### src/rtl/fifo_pkg.sv
// rtl/fifo_pkg.sv - shared Gray/binary helpers and geometry checks for the async FIFO
package fifo_pkg;

    // Helpers work on a 32-bit container; callers zero-extend narrower pointers
    // and truncate the result, which keeps them usable for any pointer width.
    function automatic logic [31:0] bin2gray(input logic [31:0] b);
        return (b >> 1) ^ b;
    endfunction

    function automatic logic [31:0] gray2bin(input logic [31:0] g);
        logic [31:0] b;
        b = g;
        for (int i = 1; i < 32; i++) begin
            b = b ^ (g >> i);
        end
        return b;
    endfunction

    function automatic bit depth_ok(input int p_size, input int depth);
        return (p_size >= 3) && (depth == (1 << (p_size - 1)));
    endfunction

    function automatic bit af_level_ok(input int af_level, input int depth);
        return (af_level >= 1) && (af_level <= depth);
    endfunction

endpackage

### src/rtl/fifo_wr_ctrl_if.sv
// rtl/fifo_wr_ctrl_if.sv - write-side producer/flag bundle of the async FIFO
interface fifo_wr_ctrl_if #(
    parameter int P_SIZE = 4
) ();
    logic              w_inc;
    logic [P_SIZE-1:0] r_gptr;
    logic [P_SIZE-2:0] w_addr;
    logic [P_SIZE-1:0] w_gptr;
    logic              w_full;
    logic              w_almost_full;
    logic [P_SIZE-1:0] w_count;
    logic              w_overflow;

    modport master (
        output w_inc,
        output r_gptr,
        input  w_addr,
        input  w_gptr,
        input  w_full,
        input  w_almost_full,
        input  w_count,
        input  w_overflow
    );

    modport slave (
        input  w_inc,
        input  r_gptr,
        output w_addr,
        output w_gptr,
        output w_full,
        output w_almost_full,
        output w_count,
        output w_overflow
    );
endinterface

### src/rtl/fifo_sync_2ff.sv
// rtl/fifo_sync_2ff.sv - two-flop synchroniser for Gray-coded pointers crossing clock domains
module fifo_sync_2ff #(
    parameter int WIDTH = 4
) (
    input  logic             clk,
    input  logic             rst,
    input  logic [WIDTH-1:0] d,
    output logic [WIDTH-1:0] q
);
    logic [WIDTH-1:0] meta_q, meta_d;
    logic [WIDTH-1:0] sync_q, sync_d;

    always_comb begin
        meta_d = d;
        sync_d = meta_q;
    end

    always_ff @(posedge clk or posedge rst) begin
        if (rst) begin
            meta_q <= '0;
            sync_q <= '0;
        end else begin
            meta_q <= meta_d;
            sync_q <= sync_d;
        end
    end

    assign q = sync_q;
endmodule

### src/rtl/fifo_wr_ctrl.sv
// rtl/fifo_wr_ctrl.sv - async FIFO write controller: pointers, read-pointer sync, full/count flags
module fifo_wr_ctrl
    import fifo_pkg::*;
#(
    parameter int P_SIZE   = 4,
    parameter int F_DEPTH  = 8,
    parameter int AF_LEVEL = 6
) (
    input  logic           w_clk,
    input  logic           w_rst,
    fifo_wr_ctrl_if.slave  wif
);
    if (!depth_ok(P_SIZE, F_DEPTH)) begin : g_bad_depth
        $error("fifo_wr_ctrl: F_DEPTH must equal 2**(P_SIZE-1)");
    end
    if (!af_level_ok(AF_LEVEL, F_DEPTH)) begin : g_bad_af
        $error("fifo_wr_ctrl: AF_LEVEL must lie in 1..F_DEPTH");
    end

    logic [P_SIZE-1:0] wbin_q, wbin_d;
    logic [P_SIZE-1:0] wgray_q, wgray_d;
    logic [P_SIZE-1:0] count_q, count_d;
    logic              full_q, full_d;
    logic              af_q, af_d;
    logic              ovf_q, ovf_d;
    logic [P_SIZE-1:0] rq2_gptr;
    logic [P_SIZE-1:0] rbin;
    logic [P_SIZE-1:0] level_next;
    logic [P_SIZE-1:0] full_gray;
    logic              wr_en;

    fifo_sync_2ff #(
        .WIDTH (P_SIZE)
    ) u_rptr_sync (
        .clk (w_clk),
        .rst (w_rst),
        .d   (wif.r_gptr),
        .q   (rq2_gptr)
    );

    // Flags are evaluated from the next write pointer so that the write filling
    // the last slot raises w_full on the very next cycle.
    always_comb begin
        wr_en      = wif.w_inc & ~full_q;
        wbin_d     = wbin_q + P_SIZE'(wr_en);
        wgray_d    = P_SIZE'(bin2gray(32'(wbin_d)));
        rbin       = P_SIZE'(gray2bin(32'(rq2_gptr)));
        level_next = wbin_d - rbin;
        full_gray  = {~rq2_gptr[P_SIZE-1:P_SIZE-2], rq2_gptr[P_SIZE-3:0]};
        full_d     = (wgray_d == full_gray);
        count_d    = level_next;
        af_d       = (int'(level_next) >= AF_LEVEL);
        ovf_d      = wif.w_inc & full_q;
    end

    always_ff @(posedge w_clk or posedge w_rst) begin
        if (w_rst) begin
            wbin_q  <= '0;
            wgray_q <= '0;
            count_q <= '0;
            full_q  <= 1'b0;
            af_q    <= 1'b0;
            ovf_q   <= 1'b0;
        end else begin
            wbin_q  <= wbin_d;
            wgray_q <= wgray_d;
            count_q <= count_d;
            full_q  <= full_d;
            af_q    <= af_d;
            ovf_q   <= ovf_d;
        end
    end

    assign wif.w_addr        = wbin_q[P_SIZE-2:0];
    assign wif.w_gptr        = wgray_q;
    assign wif.w_full        = full_q;
    assign wif.w_almost_full = af_q;
    assign wif.w_count       = count_q;
    assign wif.w_overflow    = ovf_q;
endmodule

### src/flat_wrapper.sv
// flat-port wrapper written by rule: the top's interface ports become plain ports
module fifo_wr_ctrl_flat import fifo_pkg::*;
#(
    parameter int P_SIZE   = 4,
    parameter int F_DEPTH  = 8,
    parameter int AF_LEVEL = 6
)
  (w_clk, w_rst, wif_w_inc, wif_r_gptr, wif_w_addr, wif_w_gptr, wif_w_full, wif_w_almost_full, wif_w_count, wif_w_overflow);
  fifo_wr_ctrl_if #(.P_SIZE(P_SIZE)) wif_i ();
  input  logic w_clk;
  input  logic w_rst;
  input wire logic [$bits(wif_i.w_inc)-1:0] wif_w_inc;
  input wire logic [$bits(wif_i.r_gptr)-1:0] wif_r_gptr;
  output wire logic [$bits(wif_i.w_addr)-1:0] wif_w_addr;
  output wire logic [$bits(wif_i.w_gptr)-1:0] wif_w_gptr;
  output wire logic [$bits(wif_i.w_full)-1:0] wif_w_full;
  output wire logic [$bits(wif_i.w_almost_full)-1:0] wif_w_almost_full;
  output wire logic [$bits(wif_i.w_count)-1:0] wif_w_count;
  output wire logic [$bits(wif_i.w_overflow)-1:0] wif_w_overflow;
  assign wif_i.w_inc = wif_w_inc;
  assign wif_i.r_gptr = wif_r_gptr;
  assign wif_w_addr = wif_i.w_addr;
  assign wif_w_gptr = wif_i.w_gptr;
  assign wif_w_full = wif_i.w_full;
  assign wif_w_almost_full = wif_i.w_almost_full;
  assign wif_w_count = wif_i.w_count;
  assign wif_w_overflow = wif_i.w_overflow;
  fifo_wr_ctrl #(.P_SIZE(P_SIZE), .F_DEPTH(F_DEPTH), .AF_LEVEL(AF_LEVEL)) u_core (.w_clk(w_clk), .w_rst(w_rst), .wif(wif_i));
endmodule
### config.mk
export PLATFORM = sky130hd
export DESIGN_NAME = fifo_wr_ctrl_flat
export DESIGN_NICKNAME = d
export VERILOG_FILES = /design/src/rtl/fifo_pkg.sv /design/src/rtl/fifo_wr_ctrl_if.sv /design/src/rtl/fifo_sync_2ff.sv /design/src/rtl/fifo_wr_ctrl.sv /design/src/flat_wrapper.sv
export SDC_FILE = /design/constraint.sdc
export NUM_CORES = 1
export LEC_CHECK = 0
export CORE_UTILIZATION = 28
export CTS_BUF_LIST = sky130_fd_sc_hd__clkbuf_16
export DETAILED_ROUTE_END_ITERATION = 10
export DONT_BUFFER_PORTS = 1
export SETUP_SLACK_MARGIN = 0.5
export SKIP_LAST_GASP = 1
export SLEW_MARGIN = 20
export SYNTH_ARGS = -nofsm -noshare
export SYNTH_HDL_FRONTEND = slang
export SYNTH_SLANG_ARGS = --single-unit
### constraint.sdc
create_clock -name w_clk -period 6.28 [get_ports w_clk]
set_input_delay 0.942 -clock w_clk [delete_from_list [all_inputs] [get_ports w_clk]]
set_output_delay 0.942 -clock w_clk [all_outputs]
set_load 0.05 [all_outputs]
==> impl_metrics.env <==
export IMPL_clkTransAtPathRegs_ns=0.05
export IMPL_numClockSinks=22
export IMPL_worstPathMaxFanout=6
export IMPL_yosysWarnings=0
export IMPL_cts_resized=0
export IMPL_dp_hpwl_um=968
export IMPL_report_final_slew_viol_count=0
export IMPL_hold_path_class="flip-flop to flip-flop"
export IMPL_worstMarginPinSlew_ns=0.797
export IMPL_htreeDepth=1
export IMPL_post_cts_buffers=0
export IMPL_numPortBuffers=0
export IMPL_multi_input_area_sq_um=323
export IMPL_finalWeightedCongestion=0.717
export IMPL_nNetsFinal=84
export IMPL_core_area_sq_um=3050
export IMPL_dieArea_sq_um=3460
export IMPL_dieWidth_um=58.8
export IMPL_period_needed_ns=2.59
export IMPL_gr_usage_met2_pct=14.4
export IMPL_finalWirelength_mm=1.29
export IMPL_grt_use_total_pct=9.60
export IMPL_synth_xor_area_share_pct=16.3
export IMPL_cts_tree="done"
export IMPL_cp_start_kind="input port"
export IMPL_slowest_stage="fa_1"
export IMPL_dr_total_vias=486
export IMPL_cp_required_ns=6.40
export IMPL_layout_commonest_cell="dfrtp_1"
export IMPL_place_ws_ns=3.40
export IMPL_io_pins=21
export IMPL_root_buffer="clkbuf_16"
export IMPL_ant_nets=0
export IMPL_area_growth_pct=14.8
export IMPL_clock_latency_ns=0.25
export IMPL_synth_top_family_by_area="XOR/XNOR gates"
export IMPL_num_antenna_cells=0
export IMPL_die_y_um=58.8
export IMPL_antenna_found_initial=0
export IMPL_status="finished, final reports clean"
export IMPL_final_setup_tns_ns=0
export IMPL_cp_arrival_ns=2.71
export IMPL_routedWlPerCell_um=11.3
export IMPL_netlist_area_sq_um=903
export IMPL_synth_edf_count=0
export IMPL_seq_area_sq_um=551
export IMPL_setup_ws_ns=3.69
export IMPL_cp_end_kind="flip-flop"
export IMPL_crit_type="input port to flip-flop"
export IMPL_dr_pass1_iters=2
export IMPL_grt_remaining_overflow=0
export IMPL_met1_usage_pct=11.3
export IMPL_final_cell_mix="dfrtp_1 (22), xnor2_1 (8), inv_1 (8), xor2_1 (7), ha_1 (5)"
export IMPL_fillers=307
export IMPL_timing_fmax_mhz=386
export IMPL_drc=0
export IMPL_setup_viol_count_final=0
export IMPL_timing_final_crit_share_pct=41.3
export IMPL_grt_max_degree=23
export IMPL_cts_inserted_buffers=3
export IMPL_initial_core_util_pct=29.6
export IMPL_whs_ns=0.345
export IMPL_critPathTopFamily="adder cells"
export IMPL_synth_simple_area_share_pct=3.74
export IMPL_maxCapViolCount=0
export IMPL_top_usage_layer="met2"
export IMPL_synthAdderAreaFrac_pct=9.14
export IMPL_synth_compound_area_share_pct=6.51
export IMPL_slew_headroom_pct=46.8
export IMPL_synth_fp_nets=79
export IMPL_hold_viol=0
export IMPL_grt_setup_unrepaired="no"
export IMPL_ys_flop_type="dfrtp_1"
export IMPL_synth_seq_area_share_pct=60.9
export IMPL_synth_seq_cells=22
export IMPL_synth_area_per_cell_sq_um=13.7
export IMPL_syn_inst=66
export IMPL_cts_hold_buffers=0
export IMPL_crit_buf_inv=2
export IMPL_drive_gt1_share_pct=5.71
export IMPL_synth_cell_types=19
export IMPL_via_per_inst=4.26
export IMPL_drtIter0Drc=2
export IMPL_max_stage_delay_ns=0.56
export IMPL_clock_path_buffers=2
export IMPL_use_met3_pct=5.93
export IMPL_path_cells="nor2b_1 > ha_1 > ha_1 > inv_1 > fa_1 > inv_1 > a22oi_1 > o211ai_1"
export IMPL_synthMuxAreaShare_pct=0
export IMPL_ys_async_sr_fraction_pct=100
export IMPL_finalClockSkew_ns=0.00220
export IMPL_rows=20
export IMPL_first_global_vias=500
export IMPL_grt_pass1_wl_mm=2.34
-- synth_stat cells, types with 2 or more instances --
library cell   n  area share [%]
a21oi_1        2             1.1
dfrtp_1       22              61
ha_1           5             6.9
inv_1          8             3.3
nor3_1         2             1.1
xnor2_1        8             7.8
xor2_1         7             6.8
-- kinds of logic (layout without fill, tap and decap cells) --
group                      count (synthesis)  after routing
and+or+nand+nor                            6              6
DFF                                       22             22
xor gates and xnor gates                  16             16
adders and majority gates                  6              6
AOI/OAI and AO/OA                          8              8
buffers and inverters                      8             12
-- final timing paths --
kind | startpoint | to | slack, ns | cells past startpoint
worst min register to register | u_core.u_rptr_sync.meta_q[2] | u_core.u_rptr_sync.q[2] | 0.35 | 0
worst max-delay path | wif_w_inc | u_core.wif.w_almost_full | 3.69 | 8
worst max register to register | u_core.wif.w_full | u_core.wif.w_almost_full | 3.75 | 8
worst min-delay path | u_core.u_rptr_sync.meta_q[2] | u_core.u_rptr_sync.q[2] | 0.35 | 0
min in group asynchronous | w_rst | u_core.u_rptr_sync.meta_q[2] | 0.73 | 1
max in group asynchronous | w_rst | u_core.wif.w_count[2] | 5.05 | 1
-- registers in the layout (all words and copies together), names as in the netlist --
name and cells:
u_core.wif.w_overflow 1, u_core.u_rptr_sync.q 4, u_core.wif.w_count 4, u_core.wif.w_gptr 3, u_core.wbin_q 4, u_core.wif.w_almost_full 1, u_core.u_rptr_sync.meta_q 4, u_core.wif.w_full 1
-- area by class of cell --
cell class	instances	share of cell area, %
tap	44	5.31
inverter	8	2.90
multi-input combinational	36	31.1
clock buffer	3	7.24
sequential	22	53.1
clock inverter	1	0.362
-- worst register-to-register path, stage by stage (launching register included) --
cell,delay (ns)
dfrtp_1,0.64
nor2b_1,0.11
ha_1,0.23
ha_1,0.41
inv_1,0.12
fa_1,0.56
inv_1,0.06
a22oi_1,0.18
o211ai_1,0.11
-- routing by layer --
metal	vias up	wire length [um]
li1	221	-
met1	247	558
met2	16	626
met3	2	92
met4	0	10
met5	-	0
-- through the flow --
step | cells | instance area, sq um | util, %
2_1_floorplan | 66 | 903 | -
5_1_grt | 114 | 1040 | 34.0
3_5_place_dp | 110 | 958 | 31.4
3_3_place_gp | 110 | 958 | 31.4
6_report | 114 | 1040 | 34.0
4_1_cts | 114 | 1040 | 34.0
Power is not shown: default switching activity piles up to over one toggle a cycle in this logic, so the estimate is an artifact.
